==> src/rtl/nyakuo_pkg.sv <==
// Shared types and encodings for the nyakuo core's memory path.
// Load/store op codes are {store, funct3}.
package nyakuo_pkg;

    localparam logic [2:0] F3_B  = 3'b000;
    localparam logic [2:0] F3_H  = 3'b001;
    localparam logic [2:0] F3_W  = 3'b010;
    localparam logic [2:0] F3_BU = 3'b100;
    localparam logic [2:0] F3_HU = 3'b101;

    typedef enum logic [3:0] {
        OP_LB  = {1'b0, F3_B},
        OP_LH  = {1'b0, F3_H},
        OP_LW  = {1'b0, F3_W},
        OP_LBU = {1'b0, F3_BU},
        OP_LHU = {1'b0, F3_HU},
        OP_SB  = {1'b1, F3_B},
        OP_SH  = {1'b1, F3_H},
        OP_SW  = {1'b1, F3_W}
    } mem_op_t;

    typedef enum logic [1:0] {
        IDLE,
        REQ,
        WAIT_R,
        RESP
    } lsu_state_t;

    function automatic logic op_is_legal(input logic [3:0] op);
        case (op)
            OP_LB, OP_LH, OP_LW, OP_LBU, OP_LHU,
            OP_SB, OP_SH, OP_SW: return 1'b1;
            default:             return 1'b0;
        endcase
    endfunction

    function automatic logic op_is_store(input logic [3:0] op);
        return op[3];
    endfunction

endpackage

==> src/rtl/nyakuo_lsu_align.sv <==
// Byte-lane steering for loads and stores: strobes, replicated store data,
// extended load data and the size-vs-address misalignment flag.
module nyakuo_lsu_align
    import nyakuo_pkg::*;
#(
    parameter int XLEN = 32
) (
    input  logic [3:0]      op,
    input  logic [1:0]      addr_lo,
    input  logic [XLEN-1:0] wdata,
    input  logic [XLEN-1:0] rdata,
    output logic [3:0]      wstrb,
    output logic [XLEN-1:0] wdata_lanes,
    output logic [XLEN-1:0] rdata_ext,
    output logic            misaligned
);

    logic [7:0]  rbyte;
    logic [15:0] rhalf;

    always_comb begin
        // NOTE: every output gets a default before the case so no latch is inferred.
        rbyte       = 8'h00;
        rhalf       = addr_lo[1] ? rdata[31:16] : rdata[15:0];
        wstrb       = 4'b0000;
        wdata_lanes = '0;
        rdata_ext   = '0;
        misaligned  = 1'b0;

        case (addr_lo)
            2'd0:    rbyte = rdata[7:0];
            2'd1:    rbyte = rdata[15:8];
            2'd2:    rbyte = rdata[23:16];
            default: rbyte = rdata[31:24];
        endcase

        case (op)
            OP_LB:  rdata_ext = {{(XLEN-8){rbyte[7]}}, rbyte};
            OP_LBU: rdata_ext = {{(XLEN-8){1'b0}}, rbyte};
            OP_LH: begin
                misaligned = addr_lo[0];
                rdata_ext  = {{(XLEN-16){rhalf[15]}}, rhalf};
            end
            OP_LHU: begin
                misaligned = addr_lo[0];
                rdata_ext  = {{(XLEN-16){1'b0}}, rhalf};
            end
            OP_LW: begin
                misaligned = |addr_lo;
                rdata_ext  = rdata;
            end
            OP_SB: begin
                wstrb       = 4'b0001 << addr_lo;
                wdata_lanes = {4{wdata[7:0]}};
            end
            OP_SH: begin
                misaligned  = addr_lo[0];
                wstrb       = 4'b0011 << {addr_lo[1], 1'b0};
                wdata_lanes = {2{wdata[15:0]}};
            end
            OP_SW: begin
                misaligned  = |addr_lo;
                wstrb       = 4'b1111;
                wdata_lanes = wdata;
            end
            default: ;
        endcase
    end

endmodule

==> src/rtl/nyakuo_lsu.sv <==
// Load/store unit: accepts one decoded memory op at a time, runs a single
// data-bus transaction (or faults early) and returns a one-cycle response.
module nyakuo_lsu
    import nyakuo_pkg::*;
#(
    parameter int XLEN   = 32,
    parameter int ADDR_W = 32
) (
    input  logic              clk,
    input  logic              rst,
    input  logic              req_valid,
    output logic              req_ready,
    input  logic [3:0]        req_op,
    input  logic [ADDR_W-1:0] req_addr,
    input  logic [XLEN-1:0]   req_wdata,
    input  logic [4:0]        req_rd,
    output logic              resp_valid,
    output logic [XLEN-1:0]   resp_rdata,
    output logic [4:0]        resp_rd,
    output logic              resp_misaligned,
    output logic              resp_illegal,
    output logic              dmem_req,
    output logic              dmem_we,
    output logic [ADDR_W-1:0] dmem_addr,
    output logic [3:0]        dmem_wstrb,
    output logic [XLEN-1:0]   dmem_wdata,
    input  logic              dmem_gnt,
    input  logic              dmem_rvalid,
    input  logic [XLEN-1:0]   dmem_rdata
);

    lsu_state_t        state, state_next;

    logic [3:0]        op_q;
    logic [ADDR_W-1:0] addr_q;
    logic [XLEN-1:0]   wdata_q;
    logic [4:0]        rd_q;

    logic [XLEN-1:0]   resp_rdata_q;
    logic [4:0]        resp_rd_q;
    logic              resp_mis_q;
    logic              resp_ill_q;

    logic [3:0]        al_op;
    logic [1:0]        al_addr;
    logic [XLEN-1:0]   al_wdata_in;
    logic [3:0]        al_wstrb;
    logic [XLEN-1:0]   al_wdata;
    logic [XLEN-1:0]   al_rdata;
    logic              al_mis;

    logic              accept;
    logic              req_legal;

    // In IDLE the aligner checks the incoming request; afterwards it works on the latched op.
    assign al_op       = (state == IDLE) ? req_op         : op_q;
    assign al_addr     = (state == IDLE) ? req_addr[1:0]  : addr_q[1:0];
    assign al_wdata_in = (state == IDLE) ? req_wdata      : wdata_q;

    assign accept    = (state == IDLE) && req_valid;
    assign req_legal = op_is_legal(req_op);

    nyakuo_lsu_align #(
        .XLEN (XLEN)
    ) u_align (
        .op          (al_op),
        .addr_lo     (al_addr),
        .wdata       (al_wdata_in),
        .rdata       (dmem_rdata),
        .wstrb       (al_wstrb),
        .wdata_lanes (al_wdata),
        .rdata_ext   (al_rdata),
        .misaligned  (al_mis)
    );

    // NOTE: sequential state uses non-blocking assignments so every flop samples pre-edge values.
    always_ff @(posedge clk) begin
        if (rst) state <= IDLE;
        else     state <= state_next;
    end

    always_comb begin
        state_next      = state;
        req_ready       = 1'b0;
        dmem_req        = 1'b0;
        dmem_we         = 1'b0;
        dmem_addr       = '0;
        dmem_wstrb      = 4'b0000;
        dmem_wdata      = '0;
        resp_valid      = 1'b0;
        resp_rdata      = '0;
        resp_rd         = '0;
        resp_misaligned = 1'b0;
        resp_illegal    = 1'b0;

        case (state)
            IDLE: begin
                req_ready = 1'b1;
                if (req_valid) begin
                    if (!req_legal || al_mis) state_next = RESP;
                    else                      state_next = REQ;
                end
            end
            REQ: begin
                dmem_req   = 1'b1;
                dmem_we    = op_is_store(op_q);
                dmem_addr  = {addr_q[ADDR_W-1:2], 2'b00};
                dmem_wstrb = al_wstrb;
                dmem_wdata = op_is_store(op_q) ? al_wdata : '0;
                if (dmem_gnt) state_next = op_is_store(op_q) ? RESP : WAIT_R;
            end
            WAIT_R: begin
                if (dmem_rvalid) state_next = RESP;
            end
            RESP: begin
                resp_valid      = 1'b1;
                resp_rdata      = resp_rdata_q;
                resp_rd         = resp_rd_q;
                resp_misaligned = resp_mis_q;
                resp_illegal    = resp_ill_q;
                state_next      = IDLE;
            end
            default: state_next = IDLE;
        endcase
    end

    // Response fields are cleared at accept so stores and faults report rdata/rd of zero.
    always_ff @(posedge clk) begin
        if (rst) begin
            op_q         <= '0;
            addr_q       <= '0;
            wdata_q      <= '0;
            rd_q         <= '0;
            resp_rdata_q <= '0;
            resp_rd_q    <= '0;
            resp_mis_q   <= 1'b0;
            resp_ill_q   <= 1'b0;
        end else begin
            if (accept) begin
                op_q         <= req_op;
                addr_q       <= req_addr;
                wdata_q      <= req_wdata;
                rd_q         <= req_rd;
                resp_rdata_q <= '0;
                resp_rd_q    <= '0;
                resp_mis_q   <= req_legal && al_mis;
                resp_ill_q   <= !req_legal;
            end
            if (state == WAIT_R && dmem_rvalid) begin
                resp_rdata_q <= al_rdata;
                resp_rd_q    <= rd_q;
            end
        end
    end

endmodule

==> config.mk <==
export PLATFORM = sky130hd
export DESIGN_NAME = nyakuo_lsu
export DESIGN_NICKNAME = d
export VERILOG_FILES = /design/src/rtl/nyakuo_pkg.sv /design/src/rtl/nyakuo_lsu_align.sv /design/src/rtl/nyakuo_lsu.sv
export SDC_FILE = /design/constraint.sdc
export NUM_CORES = 1
export LEC_CHECK = 0
export CAP_MARGIN = 20
export CORE_ASPECT_RATIO = 0.75
export CORE_MARGIN = 1
export CORE_UTILIZATION = 42
export CTS_CLUSTER_SIZE = 30
export DETAILED_ROUTE_END_ITERATION = 10
export MAX_ROUTING_LAYER = met4
export PLACE_DENSITY = 0.77
export SLEW_MARGIN = 20
export SYNTH_ARGS = -nofsm -noshare
export SYNTH_HDL_FRONTEND = slang
export SYNTH_SLANG_ARGS = --single-unit
==> constraint.sdc <==
create_clock -name clk -period 2.3 [get_ports clk]
set_input_delay 0.345 -clock clk [delete_from_list [all_inputs] [get_ports clk]]
set_output_delay 0.345 -clock clk [all_outputs]
set_load 0.005 [all_outputs]
# After elaboration in Yosys (flattened, before gate mapping)

Memory sizes are Yosys's and may differ from the RTL's.
Index checks and enable logic that the tools add are counted.

Register bits: 114
Latch bits: 0
RAM bits: 0
ROM bits: 16
Bits of input ports: 110
Output and inout port bits: 111
Memories kept: 1

$add $sub $neg: 0
Multipliers: 0
Div/mod/pow operators: 0
$lt $le $gt $ge: 0
Equality and inequality tests: 15
Shifts and indexed selects: 2
Multiplexer cells: 31
Bitwise gates (word level): 0
Reductions and logical operators: 13

Memory list:

| memory           | depth | width | read ports | clocked after memory_dff | write ports | RTL line         | RTL |
|---|---|---|---|---|---|---|---|
| (name not given) | 16    | 1     | 1          | 0                        | 0           | nyakuo_pkg.sv:30 | `case (op)` |

Operators by type and width:

| kind                | count |
|---|---|
| $mux 32             | 7 |
| $pmux 32 s5         | 1 |
| $pmux 32 s3         | 1 |
| $pmux 8 s3          | 1 |
| $mux 16             | 1 |
| $mux 5              | 3 |
| $eq 4x4->1 const B  | 3 |
| $pmux 4 s3          | 1 |
| $mux 2              | 5 |
| $eq 4x3->1 const B  | 2 |
| $mux 4              | 2 |
| $pmux 2 s4          | 1 |
| $mux 1              | 7 |
| $eq 2x2->1 const B  | 3 |
| $ne 2x2->1 const B  | 3 |
| $eq 2x1->1 const B  | 2 |
| $eq 4x1->1 const B  | 1 |
| $eq 4x2->1 const B  | 1 |
| $logic_not 2->1     | 2 |
| $logic_not 4->1     | 1 |
| $reduce_or 2->1     | 2 |
| $shl 1x2->4 const A | 1 |
| $shl 2x2->4 const A | 1 |
| $logic_and 1x1->1   | 3 |
| other kinds (6)     | 6 |

# Depth between registers and ports, before layout

Gate-level depths: netlist of run 1.

Word-level depth: 9
Gate-level depth with buffers: 11
Mapped depth without buffers: 6

# Hierarchy

A second synthesis of run 1 with hierarchy kept.

Cells, all modules: 846
Area, all modules: 6495.0 um^2

By module, submodules not included:

| module           | instances | cells each | area an instance (um^2) |
|---|---|---|---|
| nyakuo_lsu       | 1         | 640        | 5161.2 |
| nyakuo_lsu_align | 1         | 206        | 1333.8 |

# Worst setup path after synthesis of run 1

Ideal clock, no wire load.

Path type: reg2out
From: register state[0]
To: output port dmem_wdata[29]
Arrival: 2.133 ns
Required time: 1.955 ns
Path slack: -0.178 ns
Cell stages (with the launch flop): 10
Cell sequence: dfxtp_1 > inv_1 > ha_1 > buf_6 > buf_6 > or3b_4 > a211oi_4 > buf_6 > a22oi_1 > a21oi_1

Word-level cells in the longest chain between the ends: 6
Elaborated cells between the ends (all ways): 10

Ends and longest elaborated chain:

| element                  | RTL line                           | RTL |
|---|---|---|
| start: declaration       | nyakuo_lsu.sv:32                   | `lsu_state_t state, state_next;` |
| start signal: assignment | nyakuo_lsu.sv:79                   | `else state <= state_next;` |
| $logic_not 2->1          | nyakuo_lsu.sv:56, nyakuo_lsu.sv:58 |  |
| $mux 4                   | nyakuo_lsu.sv:56                   | `assign al_op = (state == IDLE) ? req_op : op_q;` |
| $eq 4x4->1               | nyakuo_lsu_align.sv:37             | `case (op)` |
| $pmux 32 s3              | nyakuo_lsu_align.sv:37             |  |
| $mux 32                  | nyakuo_lsu.sv:109                  | `dmem_wdata = op_is_store(op_q) ? al_wdata : '0;` |
| $mux 32 *                | nyakuo_lsu.sv:96                   | `case (state)` |
| end: declaration         | nyakuo_lsu.sv:26                   | `output logic [XLEN-1:0] dmem_wdata,` |

Every way passes the cells marked *; elsewhere a longest branch is shown, timed or not.

# Worst setup path in the final report of run 1

From: register state[0]
To: output port dmem_wdata[15]

The elaborated chain is that of the path after synthesis.

==> qor.yml, run 1 <==
violations: "setup timing"
numCtsBuffers: 17
final_util: 0.704
seq_area_um2: 2280
grt_max_degree: 116
r2r-start: "state[0]"
drtIter0Drc: 659
n_antenna_cell: 0
drcViolationCount: 0
grt_antenna_before_repair: 0
end_kind: "output pin"
firstDrtPassIters: 5
status: "finished, violations left"
worstPathRequired_ps: 1960
max_freq_ghz: 0.365
final_cell_mix: "nand2_1 (176), dfxtp_1 (112), a21oi_1 (111)"
ant_nets: 0
grt_pass1_vias: 7009
final_nets: 1215
grt_remaining_overflow: 0
fill_cells: 1201
syn_inst: 835
synth_async_sr_flop_share: 0
clockRootBuffer: "clkbuf_16"
skew_ps: 10.5
grt_pass1_wl_um: 37500
die_h_um: 112
clockBufferDepth: 2
clk_latency_ps: 420
period_needed_ps: 2740
relSlewSlack: 0.438
rows: 39
initial_core_util: 0.435
cp_data_arrival_time_ps: 2390
drt_wl_total_um: 25000
wl_per_cell_um: 19.0
cts_tree: "yes"
yosysTopAreaCellShare: 0.339
ir_worst_vdd_uv: 772
hold_slack_ps: 448
place_area_um2: 9510
cp_max_fo: 8
vias_per_cell: 5.64
slew_viol_final: 0
p_per_area_nw_per_um2: 968
hold_start: "addr_q[5]"
place_ws_ps: -556
rsz0062_at_grt: "yes"
postCtsHoldBufs: 0
synthTopCellsByArea: "dfxtp_1 (34%), nand2_1 (10%), a21oi_1 (9.2%), and2_1 (6.7%), mux2i_1 (4.8%)"
area_growth_pct: 61.7
ys_warn_count: 0
avgSynthCellArea_um2: 8.06
setup_ws_ps: -437
netlist_area_um2: 6730
tns_ps: -14330
synth_top_area_cell: "dfxtp_1"
fp.dieW_um: 148
clk_pin_slew_ps: 60
dieArea_um2: 16500
drive_gt1_frac: 0.263
tightest_slew_ps: 839
ys_seq_area_frac: 0.339
cts.sinks: 114
setup_violations: 64
fin_cells: 1319
path_class: "reg -> out"
drv_cap: 0
fin_area_um2: 10900
final_common_cell: "nand2_1"
min_path_type: "reg -> reg"
report.power.total_mw: 10.5
startpoint_type: "register"
ys_types: 58
gp_congestion: 0.942
core_area_um2: 15500
num_vias: 7439
post-route-period-util: 1.19
dp_cells: 1253
ios: 221
synth_edf_count: 0
synth_ff_type: "dfxtp_1"
io_buffer_count: 218
htreeDepth: 4
power.leakage_nw: 4.97
dp_hpwl_um: 15800
multi_input_area_um2: 4450
finalHoldViolations: 0
synth-seq-cells: 114
grt_usage: 0.299
cp-startpoint: "state[0]"
## state kept, by name, summed over array words and instances (netlist names)
register / cells
resp_ill_q: 1
resp_rd_q: 5
wdata_q: 32
resp_mis_q: 1
state: 2
resp_rdata_q: 32
op_q: 4
rd_q: 5
addr_q: 32
## logic make-up (layout without fill, tap and decap cells)
family,Yosys count,in the layout,synth area share
AOI/OAI and AO/OA,266,266,0.279
adders and majority gates,4,4,0.00743
buffers and inverters,81,359,0.0606
DFF,114,114,0.339
muxes,57,57,0.0942
other,1,2,0.000557
and+or+nand+nor,312,312,0.219
## synth_stat cells, drive strengths merged (8+ instances only)
| cell type | number |
|---|---|
| a21oi | 125 |
| a311oi | 25 |
| clkbuf | 40 |
| nand2b | 8 |
| a2bb2oi | 9 |
| dfxtp | 114 |
| and2 | 72 |
| mux2i | 34 |
| nand2 | 181 |
| a22oi | 30 |
| o21ai | 13 |
| mux2 | 22 |
| nor2 | 26 |
| buf | 34 |
| a21boi | 26 |
## worst max-delay path, stage by stage, from the launching register on
cell	delay (ps)
dfxtp_2	340
inv_2	50
ha_4	200
or4b_4	510
a21boi_4	250
buf_12	150
buf_8	120
o21ai_1	90
a21oi_2	130
buf_2	130
## where the power goes
group | switching (mW) | total [mW] | leakage (nW) | internal [mW]
Sequential | 0.137 | 2.37 | 0.930 | 2.24
Clock | 1.04 | 2.67 | 0.284 | 1.63
Combinational | 2.91 | 5.50 | 3.76 | 2.60
## per-layer routing
metal,up-vias,track usage,share of wire
li1,3511,-,-
met5,-,-,0
met1,3525,0.404,0.45
met2,363,0.433,0.44
met3,40,0.0734,0.091
met4,0,0.0997,0.021
## path summary, 6_finish.rpt
| path | cells past startpoint | slack [ps] | to |
|---|---|---|---|
| hold / removal | 2 | 450 | addr_q[5] |
| setup reg to reg | 11 | -110 | resp_rdata_q[8] |
| hold reg to reg | 2 | 450 | addr_q[5] |
| setup / recovery | 9 | -440 | dmem_wdata[15] |
## repair_timing
item,4_1_cts,5_1_grt
pin swaps,20,30
gates cloned,4,8
gates resized for setup,220,115
endpoints found under the setup margin,104,132
setup buffers,14,10
## layout make-up
class,instances,area share
sequential,114,0.210
tap,205,0.0235
inverter,7,0.00241
timing repair buffer,320,0.302
multi-input combinational,641,0.408
clock buffer,18,0.0403
clock inverter,14,0.0141
(Power assumes the default switching activity.)
==> run 2, diff against run 1 <==
CTS_BUF_LIST = sky130_fd_sc_hd__clkbuf_8 sky130_fd_sc_hd__clkbuf_16   (was unset)
PLACE_DENSITY = 0.78   (was 0.77)
SETUP_SLACK_MARGIN = 0.15   (was unset)
SYNTH_HIERARCHICAL = 1   (was unset)
==> run 2 against run 1 <==
Effect of this change: the flow still finishes with violations (setup timing); power rose by 19%; largest power group unchanged; sequential power increased by 3%; largest cell class unchanged; worst setup slack got worse by 51 ps; design area is 6.7% higher; global-route usage grew 1.3 points; first-iteration DRC count rose by 13%.
==> qor.yml, run 2 <==
fin_area_um2: 11600  # was 10,900 µm²
core_area_um2: 14800  # was 15,500 µm²
rows: 38  # was 39
worstPathRequired_ps: 1960  # about the same
yosysTopAreaCellShare: 0.351  # was 0.339
synth_commonest_cells: "nand2_1 (201), a21oi_1 (118), dfxtp_1 (114), and2_1 (94), clkbuf_1 (49)"  # was nand2_1 (181), a21oi_1 (124), dfxtp_1 (114), and2_1 (72), clkbuf_1 (40)
status: "finished, violations left"  # unchanged
period_needed_ps: 2790  # was 2740 ps
post-route-period-util: 1.21  # was 1.19
wl_per_cell_um: 20.0  # was 19.0 µm
dieArea_um2: 16000  # was 16,500 µm²
n_antenna_cell: 0  # unchanged
synth_ff_type: "dfxtp_1"  # unchanged
drtIter0Drc: 744  # was 659
ys_types: 36  # was 58
drcViolationCount: 0  # unchanged
firstDrtPassIters: 6  # was 5
synth_async_sr_flop_share: 0  # unchanged
slew_viol_final: 0  # unchanged
ys_warn_count: 6  # was 0
cp_data_arrival_time_ps: 2440  # was 2390 ps
grt_remaining_overflow: 0  # unchanged
grt_max_degree: 60  # was 116
relSlewSlack: 0.558  # was 0.438
drive_gt1_frac: 0.406  # was 0.263
die_h_um: 110  # was 112 µm
min_path_type: "reg -> reg"  # unchanged
ant_nets: 0  # unchanged
cp_max_fo: 4  # was 8
final_nets: 1271  # was 1,215
final_util: 0.786  # was 0.704
gp_congestion: 0.896  # was 0.942
clockBufferDepth: 2  # unchanged
finalHoldViolations: 0  # unchanged
grt_pass1_wl_um: 37500  # about the same
worst_r2r_endpoint: "resp_rdata_q[16]"  # was resp_rdata_q[8]
synth.most_common_cell: "nand2_1"  # unchanged
hold_depth: 2  # unchanged
area_growth_pct: 78.9  # was 61.7%
synth_top_area_cell: "dfxtp_1"  # unchanged
r2r_setup_slack_ps: -480  # was -110 ps
worstHoldEndpoint: "wdata_q[27]"  # was addr_q[5]
netlist_area_um2: 6490  # was 6730 µm²
reg.largest.list: "addr_q (32), resp_rdata_q (32), wdata_q (32)"  # unchanged
synth_edf_count: 0  # unchanged
path_class: "reg -> out"  # unchanged
clk_pin_slew_ps: 60  # about the same
ys_seq_area_frac: 0.351  # was 0.339
tightest_slew_ps: 663  # was 839 ps
r2r-start: "state[0]"  # unchanged
ir_worst_vdd_uv: 776  # was 772 µV
hold_start: "wdata_q[27]"  # was addr_q[5]
clockRootBuffer: "clkbuf_16"  # unchanged
drt_wl_total_um: 27400  # was 25,000 µm
p_per_area_nw_per_um2: 1080  # was 968 nW/µm²
setup_ws_ps: -487  # was -437 ps
r2r_cells: 11  # unchanged
dp_hpwl_um: 14900  # was 15,800 µm
drv_cap: 0  # unchanged
end_kind: "output pin"  # unchanged
grt_pass1_vias: 7084  # was 7,009
place_ws_ps: -555  # was -556 ps
max_freq_ghz: 0.359  # was 0.365 GHz
grt_antenna_before_repair: 0  # unchanged
tns_ps: -23730  # was -14,330 ps
clk_latency_ps: 410  # was 420 ps
violations: "setup timing"  # unchanged
place_area_um2: 9290  # was 9510 µm²
startpoint_type: "register"  # unchanged
cts.sinks: 114  # unchanged
initial_core_util: 0.439  # was 0.435
final_common_cell: "nand2_1"  # unchanged
syn_inst: 846  # was 835
skew_ps: 10.5  # about the same
synthTopCellsByArea: "dfxtp_1 (35%), nand2_1 (12%), a21oi_1 (9.1%), and2_1 (9.1%), mux2_2 (6.8%)"  # was dfxtp_1 (34%), nand2_1 (10%), a21oi_1 (9.2%), and2_1 (6.7%), mux2i_1 (4.8%)
avgSynthCellArea_um2: 7.68  # was 8.06 µm²
ios: 221  # unchanged
rsz0062_at_grt: "yes"  # unchanged
htreeDepth: 4  # unchanged
io_buffer_count: 218  # unchanged
num_vias: 7589  # was 7,439
vias_per_cell: 5.55  # was 5.64
setup_violations: 70  # was 64
cts_tree: "yes"  # unchanged
fp.dieW_um: 146  # was 148 µm
power.leakage_nw: 4.99  # was 4.97 nW
synth-seq-cells: 114  # unchanged
grt_usage: 0.312  # was 0.299
numCtsBuffers: 17  # unchanged
final_cell_mix: "nand2_1 (189), dfxtp_1 (112), clkdlybuf4s50_1 (109)"  # was nand2_1 (176), dfxtp_1 (112), a21oi_1 (111)
==> run 2: cell count changes after synthesis, moves of 8 or more <==
cell and delta:
o21ai_1 -12, a21o_1 +16, a2bb2oi_1 -8, nand2_1 +20, a311oi_2 -20, and2_1 +22
clkbuf_1 +9, a21boi_1 -21, a221o_1 +15, mux2_2 +19, mux2i_1 -32, nor2_1 +18
and3_1 +32
==> run 2: area by class of cell <==
cell class,count,area [µm²]
sequential,114,2280
fill,956,3170
inverter,7,26.3
clock buffer,17,425
timing repair buffer,370,3880
multi-input combinational,646,4610
clock inverter,14,131
tap,200,250
==> run 2: how the worst max path moves through the flow <==
stage / startpoint / slack [ps] / end
finish: state[0] / -490 / dmem_wdata[17]
global route: state[0] / -560 / resp_rdata_q[16]
CTS: state[0] / -410 / dmem_wdata[17]
detailed placement: req_op[1] / -560 / dmem_wdata[24]
global placement: req_op[1] / -530 / dmem_wdata[24]
floorplan: state[1] / -290 / resp_rdata_q[10]
==> run 2: logic make-up (layout without fill, tap and decap cells) <==
logic type      Yosys count  count (layout)  share of synthesized area
compound gates          199             199                      0.194
fa+ha+maj                 5               5                    0.00963
buf+inv                  87             408                     0.0599
flops                   114             114                      0.351
mux                      47              47                     0.0965
other cells               1               2                   0.000577
simple gates            393             393                      0.288
==> run 2: critical path, cell delays in order (launching register included) <==
cell	delay, ps
dfxtp_2	340
inv_2	50
ha_4	170
buf_6	120
mux2_4	340
nor2b_4	140
buf_6	140
buf_6	110
nand2_1	110
a21oi_4	190
and3_4	220
buf_6	100
==> run 2: power by group <==
group	internal [mW]	switching, mW
logic	4.04	3.54
clock network	1.49	1.04
registers	2.29	0.167
==> run 2: what timing repair did <==
item                       4_1_cts  5_1_grt
setup endpoints to repair      141      125
resized for setup              401      232
hold buffers                     0        0
pin swaps                       79       85
gates cloned                    11        7
setup buffers                   50       18
==> run 2: stage by stage <==
stage / instances / total power [mW] / hold WS (ps)
6_report: 1368 / 12.6 / 452
5_1_grt: 1368 / 13.0 / 468
4_1_cts: 1343 / 11.3 / 450
3_5_place_dp: 1251 / 6.91 / 442
3_3_place_gp: 1251 / 6.85 / 437
2_1_floorplan: 847 / 5.47 / 432
==> run 2: layer usage <==
metal  global-route usage  wire length [µm]  up-vias
met5                    -                 0        -
met2                0.503             13000      429
met4               0.0985               697        0
met1                0.387             11100     3589
li1                     -                 -     3504
met3               0.0780              2640       67
